## config.mk

```make
export PLATFORM = sky130hd
export DESIGN_NAME = lfm_chirp_ctrl
export DESIGN_NICKNAME = d
export VERILOG_FILES = /design/src/rtl/lfm_pkg.sv /design/src/rtl/lfm_ftw_ramp.sv /design/src/rtl/lfm_chirp_ctrl.sv
export SDC_FILE = /design/constraint.sdc
export NUM_CORES = 1
export LEC_CHECK = 0
export CAP_MARGIN = 20
export CORE_AREA = 2 2 188 190
export CTS_CLUSTER_DIAMETER = 40
export CTS_CLUSTER_SIZE = 24
export DETAILED_ROUTE_END_ITERATION = 12
export DIE_AREA = 0 0 190 192
export PLACE_DENSITY = 0.81
export RECOVER_POWER = 25
export SYNTH_ARGS = -nofsm -noshare
export SYNTH_HDL_FRONTEND = slang
export SYNTH_HIERARCHICAL = 1
export SYNTH_SLANG_ARGS = --single-unit
```

## constraint.sdc

```tcl
create_clock -name clk -period 10.2 [get_ports clk]
set_clock_uncertainty 0.05 [all_clocks]
set_input_delay 2.04 -clock clk [delete_from_list [all_inputs] [get_ports clk]]
set_output_delay 2.04 -clock clk [all_outputs]
set_load 0.05 [all_outputs]
```

## src/rtl/lfm_pkg.sv

```systemverilog
// Shared types and constants for the LFM DDS sequencer and FTW ramp.
package lfm_pkg;

  localparam int N_PHASE_DEF = 32;

  typedef enum logic [1:0] {
    ST_IDLE  = 2'd0,
    ST_CHIRP = 2'd1,
    ST_GAP   = 2'd2,
    ST_DONE  = 2'd3
  } state_t;

  localparam logic [1:0] MODE_UP   = 2'd0;
  localparam logic [1:0] MODE_DOWN = 2'd1;
  localparam logic [1:0] MODE_TRI  = 2'd2;
  localparam logic [1:0] MODE_RSVD = 2'd3;

endpackage

```

## src/rtl/lfm_ftw_ramp.sv

```systemverilog
// Modular FTW accumulator: load a value, step up/down by delta, or hold.
module lfm_ftw_ramp
  import lfm_pkg::*;
#(
  parameter int N_PHASE = N_PHASE_DEF
) (
  input  logic               clk,
  input  logic               rst,
  input  logic               load,
  input  logic [N_PHASE-1:0] load_val,
  input  logic               step,
  input  logic               step_down,
  input  logic [N_PHASE-1:0] delta,
  output logic [N_PHASE-1:0] ftw
);

  // Wrap-around is intentional: the FTW is a phase increment modulo 2^N_PHASE.
  always_ff @(posedge clk or posedge rst) begin
    if (rst) begin
      ftw <= '0;
    end else if (load) begin
      ftw <= load_val;
    end else if (step) begin
      ftw <= step_down ? (ftw - delta) : (ftw + delta);
    end
  end

endmodule

```

## src/rtl/lfm_chirp_ctrl.sv

```systemverilog
// Burst sequencer for the LFM DDS: config handshake, chirp/gap timing and per-cycle DDS control.
module lfm_chirp_ctrl
  import lfm_pkg::*;
#(
  parameter int N_PHASE = N_PHASE_DEF,
  parameter int CNT_W   = 32,
  parameter int NCH_W   = 16
) (
  input  logic               clk,
  input  logic               rst,
  input  logic               cfg_valid,
  output logic               cfg_ready,
  input  logic [N_PHASE-1:0] cfg_ftw_start,
  input  logic [N_PHASE-1:0] cfg_ftw_delta,
  input  logic [CNT_W-1:0]   cfg_len,
  input  logic [CNT_W-1:0]   cfg_gap,
  input  logic [NCH_W-1:0]   cfg_count,
  input  logic [1:0]         cfg_mode,
  input  logic               start,
  input  logic               abort,
  output logic [N_PHASE-1:0] ftw_out,
  output logic               dds_en,
  output logic               phase_clr,
  output logic               chirp_sync,
  output logic [NCH_W-1:0]   chirp_idx,
  output logic               busy,
  output logic               done,
  output logic               err
);

  state_t             state, state_nxt;
  logic [N_PHASE-1:0] sh_ftw_start, sh_ftw_delta;
  logic [CNT_W-1:0]   sh_len, sh_gap;
  logic [NCH_W-1:0]   sh_count;
  logic [1:0]         sh_mode;
  logic [CNT_W-1:0]   samp_cnt, samp_nxt, gap_cnt, gap_nxt;
  logic [NCH_W-1:0]   idx_nxt;
  logic               ramp_load, ramp_step, ramp_dn, next_chirp;
  logic [N_PHASE-1:0] ramp_val;
  logic               sync_nxt, clr_nxt, done_nxt, err_nxt;
  logic               cfg_bad, last_samp, last_chirp, down_ramp;

  assign cfg_bad    = (sh_len == '0) || (sh_count == '0) || (sh_mode == MODE_RSVD);
  assign last_samp  = (samp_cnt == sh_len - 1'b1);
  assign last_chirp = (chirp_idx == sh_count - 1'b1);
  // Triangle alternates direction: odd chirps descend from the held end value.
  assign down_ramp  = (sh_mode == MODE_DOWN) || ((sh_mode == MODE_TRI) && chirp_idx[0]);

  always_ff @(posedge clk or posedge rst) begin
    if (rst) begin
      sh_ftw_start <= '0;
      sh_ftw_delta <= '0;
      sh_len       <= '0;
      sh_gap       <= '0;
      sh_count     <= '0;
      sh_mode      <= '0;
    end else if (cfg_valid && cfg_ready) begin
      sh_ftw_start <= cfg_ftw_start;
      sh_ftw_delta <= cfg_ftw_delta;
      sh_len       <= cfg_len;
      sh_gap       <= cfg_gap;
      sh_count     <= cfg_count;
      sh_mode      <= cfg_mode;
    end
  end

  always_comb begin
    state_nxt  = state;
    samp_nxt   = samp_cnt;
    gap_nxt    = gap_cnt;
    idx_nxt    = chirp_idx;
    ramp_load  = 1'b0;
    ramp_val   = '0;
    ramp_step  = 1'b0;
    ramp_dn    = 1'b0;
    sync_nxt   = 1'b0;
    clr_nxt    = 1'b0;
    done_nxt   = 1'b0;
    err_nxt    = 1'b0;
    next_chirp = 1'b0;
    unique case (state)
      ST_IDLE: begin
        if (start && !abort) begin
          if (cfg_bad) begin
            err_nxt = 1'b1;
          end else begin
            state_nxt = ST_CHIRP;
            samp_nxt  = '0;
            idx_nxt   = '0;
            ramp_load = 1'b1;
            ramp_val  = sh_ftw_start;
            sync_nxt  = 1'b1;
            clr_nxt   = 1'b1;
          end
        end
      end
      ST_CHIRP: begin
        if (abort) begin
          state_nxt = ST_IDLE;
          ramp_load = 1'b1;
        end else if (!last_samp) begin
          samp_nxt  = samp_cnt + 1'b1;
          ramp_step = 1'b1;
          ramp_dn   = down_ramp;
        end else if (last_chirp) begin
          state_nxt = ST_DONE;
          ramp_load = 1'b1;
          done_nxt  = 1'b1;
        end else if (sh_gap != '0) begin
          state_nxt = ST_GAP;
          gap_nxt   = CNT_W'(1);
        end else begin
          next_chirp = 1'b1;
        end
      end
      ST_GAP: begin
        if (abort) begin
          state_nxt = ST_IDLE;
          ramp_load = 1'b1;
        end else if (gap_cnt == sh_gap) begin
          next_chirp = 1'b1;
        end else begin
          gap_nxt = gap_cnt + 1'b1;
        end
      end
      ST_DONE: state_nxt = ST_IDLE;
      default: state_nxt = ST_IDLE;
    endcase
    // Odd triangle chirps keep the accumulator; all others reload the start FTW.
    if (next_chirp) begin
      state_nxt = ST_CHIRP;
      samp_nxt  = '0;
      idx_nxt   = chirp_idx + 1'b1;
      sync_nxt  = 1'b1;
      clr_nxt   = (sh_mode != MODE_TRI);
      ramp_load = !((sh_mode == MODE_TRI) && !chirp_idx[0]);
      ramp_val  = sh_ftw_start;
    end
  end

  always_ff @(posedge clk or posedge rst) begin
    if (rst) begin
      state      <= ST_IDLE;
      samp_cnt   <= '0;
      gap_cnt    <= '0;
      chirp_idx  <= '0;
      cfg_ready  <= 1'b1;
      dds_en     <= 1'b0;
      phase_clr  <= 1'b0;
      chirp_sync <= 1'b0;
      busy       <= 1'b0;
      done       <= 1'b0;
      err        <= 1'b0;
    end else begin
      state      <= state_nxt;
      samp_cnt   <= samp_nxt;
      gap_cnt    <= gap_nxt;
      chirp_idx  <= idx_nxt;
      cfg_ready  <= (state_nxt == ST_IDLE);
      dds_en     <= (state_nxt == ST_CHIRP);
      phase_clr  <= clr_nxt;
      chirp_sync <= sync_nxt;
      busy       <= (state_nxt == ST_CHIRP) || (state_nxt == ST_GAP);
      done       <= done_nxt;
      err        <= err_nxt;
    end
  end

  lfm_ftw_ramp #(.N_PHASE(N_PHASE)) u_ramp (
    .clk       (clk),
    .rst       (rst),
    .load      (ramp_load),
    .load_val  (ramp_val),
    .step      (ramp_step),
    .step_down (ramp_dn),
    .delta     (sh_ftw_delta),
    .ftw       (ftw_out)
  );

endmodule

```

[Yosys cells after proc, flatten, opt, wreduce, memory -nomap -nowiden]
Index checks and enable logic that the tools add are counted.
Cells by class
  muxes and demuxes: 62
  reductions and logical operators: 24
  add/sub/neg operators: 7
  equality and inequality tests: 23
Operators with widths (number)
  32-bit two-way mux: 18
  32-bit case mux with 2 select lines: 2
  32-bit by 1-bit adder with 32-bit output (second input constant): 2
  32-bit == test: 2
  16-bit two-way mux: 4
  32-bit adder: 1
  32-bit zero test: 1
  32-bit nonzero test: 1
  32-bit by 1-bit subtractor with 32-bit output (second input constant): 1
  32-bit subtractor: 1
  1-bit two-way mux: 27
  16-bit by 1-bit adder with 16-bit output (second input constant): 1
  16-bit == test: 1
  16-bit zero test: 1
  2-bit two-way mux: 8
  2-bit inequality test (second input constant): 8
  16-bit by 1-bit subtractor with 16-bit output (second input constant): 1
  3-bit inequality test (second input constant): 4
  2-bit == test (second input constant): 5
  2-bit case mux with 4 select lines: 1
  2-bit nonzero test: 4
  7-bit AND reduction: 1
  2-bit by 1-bit == test with 1-bit output (second input constant): 3
  5-bit AND reduction: 1
  8 further kinds: 17
Storage, ports and cells
  input bits: 151
  output and inout port bits: 55
  logic and storage cells: 134
  bits in registers: 267

[Longest topological paths before layout]
Gate-level depths: netlist of run 1.
  depth after elaboration: 9
  mapped depth: 24
  mapped depth without buffers: 22

[Cells and area by module]
The synthesis of run 1 kept the hierarchy.
By module, submodules not included
  lfm_chirp_ctrl: area an instance 13196.4 um2, seq. area each 5881.9 um2, cells an instance 1279, times used 1
  lfm_ftw_ramp: area an instance 3886.2 um2, seq. area each 800.8 um2, cells an instance 492, times used 1

[Worst setup path after synthesis of run 1]
No wires, ideal clock.
  path kind: reg-to-reg
  start: register sh_len[0]
  end: register u_ramp.ftw[29]
  arrival: 5.348 ns
  path buffers: 2
  period minus slack after synthesis: 5.529 ns
  stages on the path, launching flop included: 23
  path slack: 4.671 ns
  setup time: 0.131 ns
  required time: 10.019 ns
  cell sequence: dfrtp_1 > inv_1 > ha_1 > nor3b_1 > nand4_1 > o31ai_1 > nand3_1 > or4_1 > nor4_4 > nand2_1 > nand2_1 > a21oi_1 > clkbuf_1 > a21oi_1 > xnor2_1 > ha_1 > clkdlybuf4s50_2 > a21o_1 > o41ai_1 > o21ai_0 > o21ai_0 > xor2_1 > o21ai_0
On the way
  word-level cells in the longest chain between the ends: 8
  elaborated cells between the ends (all ways): 28
  classes of those cells: add/sub: 1; eq/ne: 1; mux: 22; reduce/logical: 4
Ends and longest elaborated chain
  start: declaration: RTL line lfm_chirp_ctrl.sv:33  | logic [CNT_W-1:0] sh_len, sh_gap;
  start signal: assignment: RTL line lfm_chirp_ctrl.sv:60  | sh_len <= cfg_len;
  32-bit by 1-bit subtractor with 32-bit output: RTL line lfm_chirp_ctrl.sv:44  | assign last_samp = (samp_cnt == sh_len - 1'b1);
  32-bit == test: RTL line lfm_chirp_ctrl.sv:44
  1-bit two-way mux: RTL line lfm_chirp_ctrl.sv:101  | end else if (!last_samp) begin
  1-bit two-way mux: RTL line lfm_chirp_ctrl.sv:98  | if (abort) begin
  1-bit two-way mux: RTL line lfm_chirp_ctrl.sv:81  | unique case (state)
  via ramp_dn: RTL line lfm_chirp_ctrl.sv:38  | logic ramp_load, ramp_step, ramp_dn, next_chirp;
  32-bit two-way mux: RTL line lfm_ftw_ramp.sv:24  | ftw <= step_down ? (ftw - delta) : (ftw + delta);
  32-bit two-way mux: RTL line lfm_ftw_ramp.sv:23  | end else if (step) begin
  32-bit two-way mux: RTL line lfm_ftw_ramp.sv:21  | end else if (load) begin
  end signal: assignment: RTL line lfm_ftw_ramp.sv:22  | ftw <= load_val;
  end signal: assignment: RTL line lfm_ftw_ramp.sv:24
  end: declaration: RTL line lfm_ftw_ramp.sv:14  | output logic [N_PHASE-1:0] ftw
The timed path passes the listed nets, and every way through them passes these cells. The select of a mux whose other input is x is not followed.
A chain may end at the register's enable or synchronous reset.

[Worst setup path in the final report of run 1]
  start: register sh_len[0]
  end: register u_ramp.ftw[30]
The elaborated chain is that of the path after synthesis.

==> flow_summary_export.csv, run 1 <==
group,metric,value,unit
pwr,power.leakage,8.58,nW
detailed_routing,viasPerCell,5.97,
timing,hold_viol,0,
critical_path,worst-path-max-fanout,31,
critical_path,cp_slowest_cell,"o31ai_1",
cts,cts.clk_slew.worst_paths,60,ps
synth,ys_warn_count,6,
run_status,failed_checks,"capacitance limit, slew limit",
cells_and_area,fill_cells,2807,
detailed_routing,vias,14600,
run_status,status,"finished, violations left",
global_route,overflow,0,
cts,tritoncts,"yes",
synth,netlist_area,17100,um^2
global_route,grt_first_pass_wirelength,75.0,mm
detailed_routing,ant_nets,0,
pwr,power_density,284,nW/um^2
critical_path,crit_type,"flip-flop to flip-flop",
die,core,34300,um^2
cts,cts_max_level,2,
cells_and_area,regArea,6680,um^2
detailed_routing,drc,0,
cts,hold_buffers,0,
critical_path,crit_path_end_kind,"flip-flop",
critical_path,r2r_slack,3330,ps
place,port_buffers,205,
synth,ys_seq_area_frac,0.391,
place,dp_hpwl,32.9,mm
die,die_h,192,um
timing,max_freq,146,MHz
critical_path,cp.required,10600,ps
die,num_rows,68,
detailed_routing,dr.pass1.iters,5,
global_route,grt_pass1_vias,14500,
synth,synth.ff_latch_count,267,
synth,synth.distinct_cells,95,
place,place.gp.congestion,0.872,
critical_path,cpPeakStageDelay,630,ps
die,die-area,36500,um^2
detailed_routing,finalWirelength,46.3,mm
synth,syn_nets,1966,
timing,setup_viol,0,
detailed_routing,wl_per_cell,19.0,um
global_route,grt_max_degree,112,
global_route,antenna_found_initial,5,
cts,post-cts-setup-buffers,0,
cells_and_area,multi_input_area,9880,um^2
timing,setup_tns,0,ps
timing,worstMarginPinSlew,4970,ps
synth,synthFlopType,"dfrtp_1",
flow_run,cap_violations,3,
die,io_pins,206,
synth,synth_edf_count,0,
die,dieWidth,190,um
cts,clk_latency,560,ps
die,initial_core_util,0.498,
hold_path,hold_class,"flip-flop to flip-flop",
global_route,track_usage,0.255,
detailed_routing,first_iter_violations,1071,
pwr,power,5.99,mW
timing,fin_crit,6870,ps
critical_path,crit_path_start_kind,"flip-flop",
cts,root_buffer,"clkbuf_16",
critical_path,crit_arrival,7260,ps
cts,clock_path_buffers,3,
cts,numCtsBuffers,45,
synth,syn_area_per_cell,9.65,um^2
cells_and_area,drive_gt1_frac,0.143,
cts,cts_resized,0,
synth,synthCells,1771,
timing,max-slew-margin-rel,-2.33,
timing,drv_slew,214,
cells_and_area,final_nets,2139,
synth,synth-async-reset-ratio,1.00,
cells_and_area,syn2layout_area_growth,23.6,%
pwr,peakVddDrop,0.190,mV
cts,numClockSinks,267,
critical_path,crit_chain,"inv_1 -> ha_1 -> nor3b_1 -> nand4_1 -> o31ai_1 -> nand3_1 -> or4_1 -> nor4_4 -> nand2_1 -> nand2_1 -> a21oi_2 -> buf_4 -> nor2b_1 -> xnor2_1 -> ha_1 -> and4_1 -> nand3_2 -> a21oi_1 -> nor2_1 -> o31ai_1 -> o221ai_1 -> xor2_1 -> o21ai_0",
timing,post-route-period-util,0.673,
timing,rsz0062_at_grt,"false",
==> cell usage after synthesis (7+ instances only) <==
master,number,area [um^2]
nand2b_1,33,206
o21ai_0,59,295
dfrtp_1,266,6660
or4_1,25,188
or3_1,36,225
nor4b_1,7,61.3
nor2_1,78,293
and2_1,42,263
nand4b_1,8,70.1
nor4_1,32,200
o31ai_1,17,128
mux2i_1,29,290
nand3_1,61,305
a21oi_1,101,505
a22oi_1,13,97.6
buf_2,13,65.1
nor3b_1,23,173
xor2_1,63,552
clkbuf_1,72,270
nand4_1,33,206
nor3_1,49,245
a211o_1,12,105
a31oi_1,13,81.3
o21ai_1,31,155
or4b_1,9,90.1
and3_1,29,181
a211oi_1,13,97.6
nor2b_1,13,81.3
inv_1,39,146
o211ai_1,22,165
ha_1,43,538
nand2_1,113,424
mux2_2,147,1660
and4_1,8,70.1
a21o_1,25,188
xnor2_1,88,771
==> cell type report <==
class / instances / area share
multi-input combinational: 1372 / 0.468
sequential: 267 / 0.317
clock buffer: 54 / 0.0598
timing repair buffer: 218 / 0.102
antenna: 2 / 0.000237
tap: 455 / 0.0270
inverter: 40 / 0.00717
clock inverter: 30 / 0.0192
==> layout by cell type (no fill, tap or decap), types with 9 or more instances in the layout <==
| cell | count |
|---|---|
| mux2_2 | 147 |
| and3_1 | 29 |
| inv_1 | 38 |
| or3_1 | 36 |
| a31oi_1 | 13 |
| o21ai_0 | 59 |
| nor2b_1 | 13 |
| a21oi_1 | 99 |
| nor2_1 | 78 |
| nor4_1 | 32 |
| a21o_1 | 25 |
| ha_1 | 43 |
| or4_1 | 25 |
| nand2_1 | 113 |
| a22oi_1 | 13 |
| nand2b_1 | 33 |
| o21ai_1 | 31 |
| nand3_1 | 61 |
| clkbuf_16 | 47 |
| nor3b_1 | 23 |
| xnor2_1 | 88 |
| a211o_1 | 12 |
| o31ai_1 | 17 |
| mux2i_1 | 29 |
| a211oi_1 | 13 |
| clkdlybuf4s50_1 | 203 |
| xor2_1 | 63 |
| nor3_1 | 49 |
| and2_1 | 42 |
| or4b_1 | 9 |
| nand4_1 | 33 |
| buf_4 | 11 |
| o211ai_1 | 22 |
| dfrtp_1 | 266 |
==> power breakdown <==
group / switching, mW / internal [mW] / total [mW]
logic: 1.34 / 1.14 / 2.48
clock network: 0.590 / 1.06 / 1.65
registers: 0.460 / 1.40 / 1.86
==> logic make-up (layout without fill, tap and decap cells) <==
logic type,count (synthesis),count (layout),share of synthesized area
AOI/OAI and AO/OA,361,361,0.137
xor gates and xnor gates,152,152,0.0784
adders and majority gates,44,44,0.0327
buffers and inverters,132,342,0.0319
DFF,267,267,0.391
muxes,176,176,0.114
other,0,2,0
and+or+nand+nor,639,639,0.215
==> stage by stage <==
stage	worst slack (ps)	hold WS [ps]	utilization	area (um^2)	std cells
after global routing	2780	455	0.616	21100	2438
after floorplan	1670	421	-	17100	1771
after detailed placement	3460	436	0.567	19400	2350
after CTS	3390	448	0.615	21100	2434
final	3330	446	0.616	21100	2438
after global placement	3750	429	0.567	19400	2350
==> critical path: cells and delay by family, from the launching register on <==
kind / cells / cell delay [ps]
AND/OR/NAND/NOR: 11 / 3220
AO/OA/AOI/OAI: 6 / 1740
adder cells (fa/ha/maj): 2 / 670
flip-flops: 1 / 460
buffers and inverters: 2 / 340
XOR/XNOR: 2 / 270
==> worst paths after layout <==
check | start | cells after the start | endpoint
min in group asynchronous | rst | 3 | u_ramp/ftw[0]$_DFFE_PP0P_
max reg2reg | sh_len[0]$_DFFE_PP0P_ | 23 | u_ramp/ftw[30]$_DFFE_PP0P_
max in group asynchronous | rst | 3 | sh_count[10]$_DFFE_PP0P_
max | sh_len[0]$_DFFE_PP0P_ | 23 | u_ramp/ftw[30]$_DFFE_PP0P_
min | sh_ftw_start[0]$_DFFE_PP0P_ | 1 | sh_ftw_start[0]$_DFFE_PP0P_
min reg2reg | sh_ftw_start[0]$_DFFE_PP0P_ | 1 | sh_ftw_start[0]$_DFFE_PP0P_
==> metal layers <==
layer,GRT usage,share of wire,up-vias
met5,0,0.00065,-
li1,-,-,6871
met4,0.113,0.033,4
met1,0.324,0.42,7116
met2,0.431,0.49,471
met3,0.0376,0.052,104
==> registers in the layout, indices dropped and copies added, names as in the netlist, 2 cells and up <==
signal	flops
sh_ftw_delta	32
sh_count	16
u_ramp/ftw	32
sh_ftw_start	32
sh_gap	32
chirp_idx	16
sh_len	32
state	2
gap_cnt	32
samp_cnt	32
sh_mode	2
Power figures use the tool's default switching activity.
==> run 2: changes to the inputs <==
- clock period: 10.2 -> 6.7 ns (I/O delays scaled with it)
==> run 2 against run 1 <==
  * The run still ends with capacitance limit, slew limit left
  * Die area is the same
  * Setup slack lost 2800 ps
  * Total power grew 49%
  * Critical endpoint is now u_ramp/ftw[29]$_DFFE_PP0P_
==> flow_summary_export.csv, run 2 (synthesis gave the netlist of run 1 again) <==
group,metric,value,unit
run_status,status,"finished, violations left",
run_status,failed_checks,"capacitance limit, slew limit",
die,initial_core_util,0.498,
critical_path,crit_arrival,6550,ps
flow_run,cap_violations,3,
timing,setup_viol,0,
critical_path,worst-path-max-fanout,14,
place,dp_hpwl,33.1,mm
place,dpl.cell_count,2358,
timing,rsz0062_at_grt,"false",
pwr,p_comb_frac,0.420,
global_route,grt_max_degree,170,
die,dieWidth,190,um
timing,drv_slew,270,
pwr,power_density,425,nW/um^2
global_route,grt_pass1_vias,14300,
critical_path,crit_path_start_kind,"flip-flop",
critical_path,cp.required,7060,ps
pwr,peakVddDrop,0.329,mV
cells_and_area,final_common_cell,"dfrtp_1",
cells_and_area,drive_gt1_frac,0.145,
cts,cts_max_level,2,
detailed_routing,viasPerCell,5.98,
critical_path,crit_type,"flip-flop to flip-flop",
critical_path,r2r_slack,510,ps
place,place.gp.congestion,0.950,
detailed_routing,ant_nets,0,
critical_path,cp_slowest_cell,"a2111oi_0",
cts,clock_path_buffers,3,
critical_path,crit_chain,"inv_1 -> ha_1 -> nor3b_1 -> buf_4 -> or4_1 -> a32o_1 -> o21ai_0 -> o211ai_1 -> nor4_4 -> nand2_1 -> nand2_1 -> a21oi_4 -> nor2b_1 -> xnor2_1 -> ha_1 -> a2111oi_0 -> o21ai_0 -> a31oi_1 -> a21boi_0 -> o21a_1 -> o21ai_0 -> xor2_1 -> o21ai_0",
global_route,overflow,0,
die,io_pins,206,
global_route,antenna_found_initial,3,
timing,worstMarginPinSlew,4230,ps
cts,numClockSinks,267,
critical_path,rr_startpoint,"sh_len[0]$_DFFE_PP0P_",
cts,hold_buffers,0,
timing,setup_tns,0,ps
detailed_routing,vias,14600,
pwr,p_int,5.36,mW
die,core,34300,um^2
pwr,sw_frac_of_total,0.401,
cells_and_area,syn2layout_area_growth,23.4,%
global_route,track_usage,0.253,
global_route,grt_first_pass_wirelength,74.5,mm
detailed_routing,first_iter_violations,999,
cells_and_area,final_cell_mix,"dfrtp_1 (266), clkdlybuf4s50_1 (203), mux2_2 (147)",
detailed_routing,finalWirelength,46.3,mm
timing,hold_viol,0,
critical_path,cpPeakStageDelay,480,ps
detailed_routing,wl_per_cell,18.9,um
die,die-area,36500,um^2
cts,clk_latency,560,ps
pwr,power_frac_clock,0.263,
pwr,power.leakage,8.57,nW
timing,max_freq,161,MHz
die,num_rows,68,
detailed_routing,dr.pass1.iters,5,
critical_path,r2r_cells,23,
cells_and_area,final_nets,2150,
pwr,pwr-share-seq,0.316,
critical_path,crit_path_end_kind,"flip-flop",
cts,tritoncts,"yes",
place,port_buffers,205,
cells_and_area,instances_no_fill,2447,
timing,fin_crit,6190,ps
cts,numCtsBuffers,45,
pwr,power_switching,3.59,mW
timing,max-slew-margin-rel,-1.82,
critical_path,r2r-end,"u_ramp/ftw[29]$_DFFE_PP0P_",
timing,post-route-period-util,0.924,
critical_path,setup.worst_path.end,"u_ramp/ftw[29]$_DFFE_PP0P_",
critical_path,worstSetupStartpoint,"sh_len[0]$_DFFE_PP0P_",
cts,root_buffer,"clkbuf_16",
detailed_routing,drc,0,
cts,cts.clk_slew.worst_paths,50,ps
hold_path,hold_class,"flip-flop to flip-flop",
critical_path,path_common_cell,"o21ai_0",
die,die_h,192,um
[run 2: cell count changes in the layout (fill, tap and decap cells not counted), moves of 2 or more]
cell       before  now
inv_8           6    4
clkbuf_1        2    6
buf_4          11   20
bufinv_16       6    4
clkinv_2        1    6
inv_6           8    3
[run 2: layer usage]
| metal | share of wire | vias up | global-route usage |
|---|---|---|---|
| met3 | 0.058 | 118 | 0.0411 |
| met2 | 0.47 | 512 | 0.414 |
| li1 | - | 6904 | - |
| met5 | 0 | - | 0 |
| met4 | 0.038 | 0 | 0.116 |
| met1 | 0.43 | 7102 | 0.331 |
[run 2: worst min-delay path by stage]
stage	startpoint	to	slack, ps	cells past startpoint
final	sh_ftw_start[2]$_DFFE_PP0P_	sh_ftw_start[2]$_DFFE_PP0P_	440	1
after global routing	sh_ftw_start[18]$_DFFE_PP0P_	sh_ftw_start[18]$_DFFE_PP0P_	460	1
after CTS	sh_ftw_start[24]$_DFFE_PP0P_	sh_ftw_start[24]$_DFFE_PP0P_	450	1
after detailed placement	sh_ftw_start[18]$_DFFE_PP0P_	sh_ftw_start[18]$_DFFE_PP0P_	440	1
after global placement	sh_ftw_start[14]$_DFFE_PP0P_	sh_ftw_start[14]$_DFFE_PP0P_	430	1
after floorplan	sh_ftw_start[0]$_DFFE_PP0P_	sh_ftw_start[0]$_DFFE_PP0P_	420	1
[run 2: cell type report]
class / count / area, um^2
multi-input combinational: 1372 / 9880
antenna: 3 / 7.51
tap: 455 / 569
fill: 2798 / 13200
timing repair buffer: 229 / 2230
clock inverter: 25 / 289
inverter: 40 / 154
sequential: 267 / 6680
clock buffer: 56 / 1260
[run 2: timing repair]
item	4_1_cts	5_1_grt
resized for setup	0	1
setup endpoints to repair	0	1
buffers inserted	0	3
[run 2: power groups by stage]
stage                     sequential, mW  combinational, mW  clock (mW)
after floorplan                     2.80               2.73           0
after global placement              2.81               3.63           0
after detailed placement            2.84               3.70           0
after CTS                           2.82               3.74        2.40
after global routing                2.91               4.11        2.47
final                               2.83               3.76        2.36
[run 2: critical path, delay by kind of cell (launching register included)]
kind	cells	cell delay, ps
AOI/OAI and AO/OA	11	2790
xor gates and xnor gates	2	300
and+or+nand+nor	6	1590
adders and majority gates	2	600
DFF	1	470
buffers and inverters	2	230
[run 2: through the flow]
stage                     hold slack (ps)  setup WS, ps  power [mW]   util  cell area, um^2
final                                 445           508        8.95  0.615            21100
after global routing                  456           135        9.50  0.615            21100
after CTS                             448           521        8.97  0.614            21000
after detailed placement              437           565        6.54  0.569            19500
after global placement                430           758        6.44  0.569            19500
after floorplan                       421          1170        5.53      -            17100
